`src/rtl/rs232_receive_fifo.sv`:
```
// Purpose: RS-232 8N1 receiver feeding a first-word-fall-through byte FIFO with CTS flow control.
// Latency: byte written on the stop-bit sample edge; valid rises the following cycle.
// Backpressure: consumer ready pops the head; a full FIFO drops good bytes (overrun pulse), cts_n asserts near full.
//
// Ports:
//   clock          - single clock, all logic on rising edge
//   reset          - asynchronous active-high reset
//   rs232_txd      - asynchronous serial input from the host, idle high
//   rs232_cts_n    - registered active-low clear-to-send back to the host
//   data/valid     - FIFO head byte and its occupancy flag (valid = level != 0)
//   ready          - consumer accepts the head byte on a valid&&ready edge
//   level          - FIFO occupancy, 0..DEPTH
//   framing_error  - one-cycle pulse when the stop bit samples low
//   overrun        - one-cycle pulse when a good byte is dropped on a full FIFO
module rs232_receive_fifo #(
    parameter int CLOCK_FREQ   = 133000000,
    parameter int BAUD_RATE    = 115200,
    parameter int DEPTH        = 16,
    parameter int AFULL_MARGIN = 4
) (
    input  logic                     clock,
    input  logic                     reset,
    input  logic                     rs232_txd,
    output logic                     rs232_cts_n,
    output logic [7:0]               data,
    output logic                     valid,
    input  logic                     ready,
    output logic [$clog2(DEPTH):0]   level,
    output logic                     framing_error,
    output logic                     overrun
);

    localparam int AW = $clog2(DEPTH);
    localparam int LW = AW + 1;

    // Sample point n half-bits after the start edge. Done in 64 bits because
    // CLOCK_FREQ*19 overflows a 32-bit int for realistic clock rates.
    function automatic longint t_at(input int n);
        return (longint'(CLOCK_FREQ) * longint'(n)) / (longint'(2) * longint'(BAUD_RATE));
    endfunction

    localparam longint T_STOP_L = t_at(19);
    localparam int     TW       = $clog2(T_STOP_L + 1);

    localparam logic [TW-1:0] T_START = TW'(t_at(1));
    localparam logic [TW-1:0] T_STOP  = TW'(T_STOP_L);
    localparam logic [TW-1:0] T_BIT [0:7] = '{
        TW'(t_at(3)),  TW'(t_at(5)),  TW'(t_at(7)),  TW'(t_at(9)),
        TW'(t_at(11)), TW'(t_at(13)), TW'(t_at(15)), TW'(t_at(17))
    };

    localparam logic [LW-1:0] LEVEL_FULL = LW'(DEPTH);
    localparam logic [LW-1:0] CTS_THRESH = LW'(DEPTH - AFULL_MARGIN);

    typedef enum logic [2:0] {
        ST_IDLE,
        ST_START,
        ST_DATA,
        ST_STOP,
        ST_WAIT_IDLE
    } state_t;

    // ------------------------------------------------------------------
    // Input synchronizer; both flops reset to the idle (high) line level
    // ------------------------------------------------------------------
    logic sync_meta;
    logic rx;

    always_ff @(posedge clock or posedge reset) begin
        if (reset) begin
            sync_meta <= 1'b1;
            rx        <= 1'b1;
        end else begin
            sync_meta <= rs232_txd;
            rx        <= sync_meta;
        end
    end

    // ------------------------------------------------------------------
    // Receiver FSM
    // ------------------------------------------------------------------
    state_t        state, state_nxt;
    logic [TW-1:0] timer, timer_nxt;
    logic [2:0]    bit_idx, bit_idx_nxt;
    logic [7:0]    shift, shift_nxt;
    logic          frame_good;
    logic          frame_bad;

    always_ff @(posedge clock or posedge reset) begin
        if (reset) begin
            state   <= ST_IDLE;
            timer   <= '0;
            bit_idx <= '0;
            shift   <= '0;
        end else begin
            state   <= state_nxt;
            timer   <= timer_nxt;
            bit_idx <= bit_idx_nxt;
            shift   <= shift_nxt;
        end
    end

    // The timer runs continuously from the start edge (timer=1 on entry to
    // START) through the stop sample, so every sample point is an absolute
    // offset and fractional clocks-per-bit never accumulate error.
    always_comb begin
        state_nxt   = state;
        timer_nxt   = timer;
        bit_idx_nxt = bit_idx;
        shift_nxt   = shift;
        frame_good  = 1'b0;
        frame_bad   = 1'b0;
        case (state)
            ST_IDLE: begin
                timer_nxt = '0;
                if (!rx) begin
                    state_nxt = ST_START;
                    timer_nxt = TW'(1);
                end
            end
            ST_START: begin
                timer_nxt = timer + TW'(1);
                if (timer == T_START) begin
                    if (rx) begin
                        // start bit did not hold to mid-bit: treat as a glitch
                        state_nxt = ST_IDLE;
                        timer_nxt = '0;
                    end else begin
                        state_nxt   = ST_DATA;
                        bit_idx_nxt = '0;
                    end
                end
            end
            ST_DATA: begin
                timer_nxt = timer + TW'(1);
                if (timer == T_BIT[bit_idx]) begin
                    shift_nxt   = {rx, shift[7:1]};
                    bit_idx_nxt = bit_idx + 3'd1;
                    if (bit_idx == 3'd7) begin
                        state_nxt = ST_STOP;
                    end
                end
            end
            ST_STOP: begin
                timer_nxt = timer + TW'(1);
                if (timer == T_STOP) begin
                    timer_nxt = '0;
                    if (rx) begin
                        frame_good = 1'b1;
                        state_nxt  = ST_IDLE;
                    end else begin
                        frame_bad = 1'b1;
                        state_nxt = ST_WAIT_IDLE;
                    end
                end
            end
            ST_WAIT_IDLE: begin
                // a break keeps the line low; wait for idle before re-arming
                timer_nxt = '0;
                if (rx) begin
                    state_nxt = ST_IDLE;
                end
            end
            default: begin
                state_nxt = ST_IDLE;
                timer_nxt = '0;
            end
        endcase
    end

    // ------------------------------------------------------------------
    // FIFO (first-word fall-through)
    // ------------------------------------------------------------------
    logic [7:0]    mem [0:DEPTH-1];
    logic [AW-1:0] wr_ptr;
    logic [AW-1:0] rd_ptr;
    logic          full;
    logic          wr_en;
    logic          pop;

    assign full  = (level == LEVEL_FULL);
    // Fullness is judged before the edge, so a pop on the same edge as a
    // good frame into a full FIFO does not rescue the byte.
    assign wr_en = frame_good && !full;
    assign valid = (level != '0);
    assign pop   = valid && ready;
    assign data  = valid ? mem[rd_ptr] : 8'd0;

    always_ff @(posedge clock) begin
        if (wr_en) begin
            mem[wr_ptr] <= shift;
        end
    end

    // Pointers wrap naturally because DEPTH is a power of two.
    always_ff @(posedge clock or posedge reset) begin
        if (reset) begin
            wr_ptr <= '0;
            rd_ptr <= '0;
            level  <= '0;
        end else begin
            if (wr_en) begin
                wr_ptr <= wr_ptr + AW'(1);
            end
            if (pop) begin
                rd_ptr <= rd_ptr + AW'(1);
            end
            case ({wr_en, pop})
                2'b10:   level <= level + LW'(1);
                2'b01:   level <= level - LW'(1);
                default: level <= level;
            endcase
        end
    end

    // ------------------------------------------------------------------
    // Status outputs
    // ------------------------------------------------------------------
    always_ff @(posedge clock or posedge reset) begin
        if (reset) begin
            rs232_cts_n   <= 1'b1;
            framing_error <= 1'b0;
            overrun       <= 1'b0;
        end else begin
            rs232_cts_n   <= (level >= CTS_THRESH);
            framing_error <= frame_bad;
            overrun       <= frame_good && full;
        end
    end

endmodule

```
`config.mk`:
```
export PLATFORM = sky130hd
export DESIGN_NAME = rs232_receive_fifo
export DESIGN_NICKNAME = d
export VERILOG_FILES = /design/src/rtl/rs232_receive_fifo.sv
export SDC_FILE = /design/constraint.sdc
export NUM_CORES = 1
export LEC_CHECK = 0
export BUFFER_PORTS_ARGS = -buffer_cell sky130_fd_sc_hd__clkbuf_2
export CORE_MARGIN = 8
export CORE_UTILIZATION = 35
export DETAILED_ROUTE_END_ITERATION = 6
export PLACE_DENSITY = 0.57
export SLEW_MARGIN = 5
export SYNTH_ARGS = -nofsm -noshare
export SYNTH_HDL_FRONTEND = slang
export SYNTH_SLANG_ARGS = --single-unit
```
`constraint.sdc`:
```
create_clock -name clock -period 2.7 [get_ports clock]
set_input_delay 0 -clock clock [delete_from_list [all_inputs] [get_ports clock]]
set_output_delay 0 -clock clock [all_outputs]
set_load 0.01 [all_outputs]
```
==> summary.md <==
| Metric | Value |
|---|---|
| Post-synthesis sequential area ratio | 0.651 |
| Setup TNS | 0 ns |
| Gr ovfl total | 0 |
| Initial Util | 0.354 |
| VDD IR max | about 0.47 mV |
| Leakage | 2.86 nW |
| Hold Vio Cnt, Final | 0 |
| Number of buffers created by CTS | 17 |
| Busiest layer in global routing | met2 |
| Non-Filler Instances | roughly 800 |
| First-pass GRT wire length | 23.6 mm |
| Die X | 164 µm |
| Synth top cells by count | edfxtp_1 (128), dfrtp_1 (43), mux4_2 (40), nor2_1 (39), xnor2_1 (19) |
| Post-CTS Setup Repair Bufs | 0 |
| Primary FF master, synth | edfxtp_1 |
| GR Layer Usage met3 | 0.0331 |
| Dominant cell by count in the synthesized netlist | edfxtp_1 |
| Total iterations of the first detailed-routing run | 5 |
| Slowest CP cell | or4b_1 |
| Yosys Warn Count | 0 |
| Unrepaired setup endpoints after global routing | true |
| Root Driver | clkbuf_16 |
| CTS Buffer Depth | 2 |
| Hold WS | 0.0218 ns |
| PortBufs | 20 |
| Ports | 21 |
| PwrDens | 716 mW/mm² |
| Worst path required time | 3.00 ns |
| Critical Path Source Type | flop |
| Share of cells above drive strength 1 | 0.306 |
| Rel. slew slack | 0.354 |
| Syn_area_per_cell | 16.2 µm² |
| Largest net degree at the start of global routing | 47 |
| Register bit count reported by yosys | between 150 and 200 |
| CTS Sinks | about 170 |
| Worst reg-to-reg path cell count | 12 |
| Syn_nets | just under 500 |
| Post-synthesis cell area | 0.00768 mm² |
| Post-Synthesis Cells | 473 |
| Drt drc | 0 |
| DRT Wirelength | 14.6 mm |
| Cell Rows | 54 |
| Gr usage total | 0.115 |
| Crit path max fanout | 3 |
| Synth cell types | 58 |
| Worst Max-Slew Pin Slew | 0.968 ns |
| Setup ws final | roughly 0.11 ns |
| Area delta synth->final | 16.0% |
| Critical path's top delay family | simple AND/OR/NAND/NOR gates |
| WP buf/inv | 1 |
| Initial DRC Count | 291 |
| Die area | roughly 0.027 mm² |
| Post-synth top area share | 0.501 |
| DP Cell Count | 791 |
| Post-Place Setup Slack | 0.0685 ns |
| CTS tree | yes |
| Crit path depth | 12 |
| Fin crit period | 2.59 ns |
| Max Cap Viol | 0 |
| Gpl congestion | 0.770 |
| Die H | around 160 µm |
| Initial antenna violation count | 0 |
| Final Core Density | 0.411 |
| Post-DP HPWL | roughly 10 mm |
| Top cells by area, synth | edfxtp_1 (50%), dfrtp_1 (14%), mux4_2 (12%) |
| Clock transition at path regs | 0.06 ns |
| Net count, final | 553 |
| Hold path cells | 3 |
| Max Clk Rate | 0.386 GHz |
| Arr. time, crit path | 2.89 ns |
| Asr flop ratio synth | 0.264 |
| Vias per inst | 4.94 |
| Remaining antenna violation count | 0 |
| Cell taking the most area after synthesis | edfxtp_1 |
| CP Cell Sequence | or4b_1 -> nor3_2 -> and4_4 -> inv_2 -> ha_2 -> xor2_1 -> ha_2 -> a21oi_2 -> o21ai_1 -> a22oi_1 -> nor2_1 -> xor2_1 |
| Met1 Use GR | 0.147 |
| ANT cells | 0 |
| Clock latency on the worst-skew pair | 0.43 ns |
| EDFF count, synth | 128 |
| Vias in the first global route | 4,274 |
| Worst min path class | in -> reg |
| Final Max Tran Viols | 0 |
| Met2 Use GR | 0.189 |
| Routed len/inst | 17.8 µm |
| Fillers | 1,944 |
| Final setup fails | 0 |
| WS Path Type | reg -> reg |
| Run status | complete, no violations |
| Setup Skew | 0.0134 ns |
| Number of vias in the routed layout | between 4,000 and 5,000 |
| Critical Path End Type | flop |
| Critical path's largest stage delay | 0.53 ns |
| Post-route clock period utilization | 0.959 |
| CORE AREA | 0.0217 mm² |
| Clock H-tree levels | 4 |
-- worst min-delay path: stages --
cell and delay (ns):
clkbuf_2 0.08, nor2b_2 0.19, xor2_1 0.13
-- report_power, final --
part	switching [W]	internal, W	total [W]
Sequential	0.000171	0.00293	0.00310
Clock	0.00100	0.00127	0.00227
Combinational	0.000497	0.000516	0.00101
Total	0.00167	0.00471	0.00638
-- per-layer routing --
layer  part of all wire  vias to the layer above
li1                   -                     1903
met1               0.45                     2069
met2               0.50                       78
met3              0.040                       13
met4             0.0099                        0
met5                  0                        -
-- repair_timing --
item / 4_1_cts / 5_1_grt
resized for setup: 0 / 4
endpoints found under the setup margin: 0 / 9
hold buffers: 2 / 0
hold endpoints to repair: 44 / 0
-- flip-flops by register name, summed over array words and instances, names as in the netlist --
name	flops
rs232_cts_n	1
rx	1
framing_error	1
rd_ptr	4
state	3
wr_ptr	4
level	5
overrun	1
timer	14
mem	128
shift	8
sync_meta	1
bit_idx	3
-- logic make-up (layout without fill, tap and decap cells) --
| group | count (synthesis) | after routing | synth area share |
|---|---|---|---|
| AO/OA/AOI/OAI | 41 | 41 | 0.0344 |
| AND/OR/NAND/NOR | 114 | 114 | 0.0822 |
| multiplexers | 54 | 54 | 0.141 |
| XOR/XNOR | 31 | 31 | 0.0354 |
| adder cells (fa/ha/maj) | 17 | 17 | 0.0277 |
| buffers and inverters | 42 | 112 | 0.0285 |
| flip-flops | 174 | 174 | 0.651 |
-- cells in the final DEF (no fill, tap or decap), types with 3 or more instances in the layout --
master	instances
mux4_2	40
xor2_1	12
nor2_1	38
nor3_1	7
ha_1	15
clkbuf_2	20
inv_1	14
a21oi_1	13
clkinv_2	4
nand2b_1	6
mux2_2	3
inv_6	3
xnor2_1	19
mux2_4	7
buf_4	41
nand3_1	3
nor2b_1	11
mux2i_1	4
edfxtp_1	128
clkbuf_16	17
dfstp_2	3
dfrtp_1	42
nand2_1	18
nand4_1	6
o22ai_1	4
and2b_1	3
o21ai_0	5
-- metrics by stage --
| step | power [W] | cell area (µm²) |
|---|---|---|
| 6_report | 0.00638 | 8910 |
| 5_1_grt | 0.00665 | 8910 |
| 4_1_cts | 0.00646 | 8890 |
| 3_5_place_dp | 0.00420 | 8330 |
| 3_3_place_gp | 0.00419 | 8330 |
| 2_1_floorplan | 0.00384 | 7700 |
-- layout make-up --
class,count,area (µm²),share of cell area
clock inverters,12,111,0.0125
multi-input cells,257,2480,0.279
well taps,280,350,0.0393
repair buffers,65,468,0.0525
clock buffers,18,429,0.0482
inverters,17,66.3,0.00744
flip-flops and latches,174,5000,0.561
-- path summary, 6_finish.rpt --
check | endpoint | slack [ns] | start
worst max-delay path | level[4] | 0.11 | timer[8]
worst min-delay path | rd_ptr[0] | 0.02 | ready
worst max register to register | level[4] | 0.11 | timer[8]
worst min register to register | rx | 0.36 | sync_meta
max in group asynchronous | rd_ptr[0] | 1.71 | reset
min in group asynchronous | timer[1] | 0.34 | reset
No activity file was read; power rests on OpenSTA's default activity.
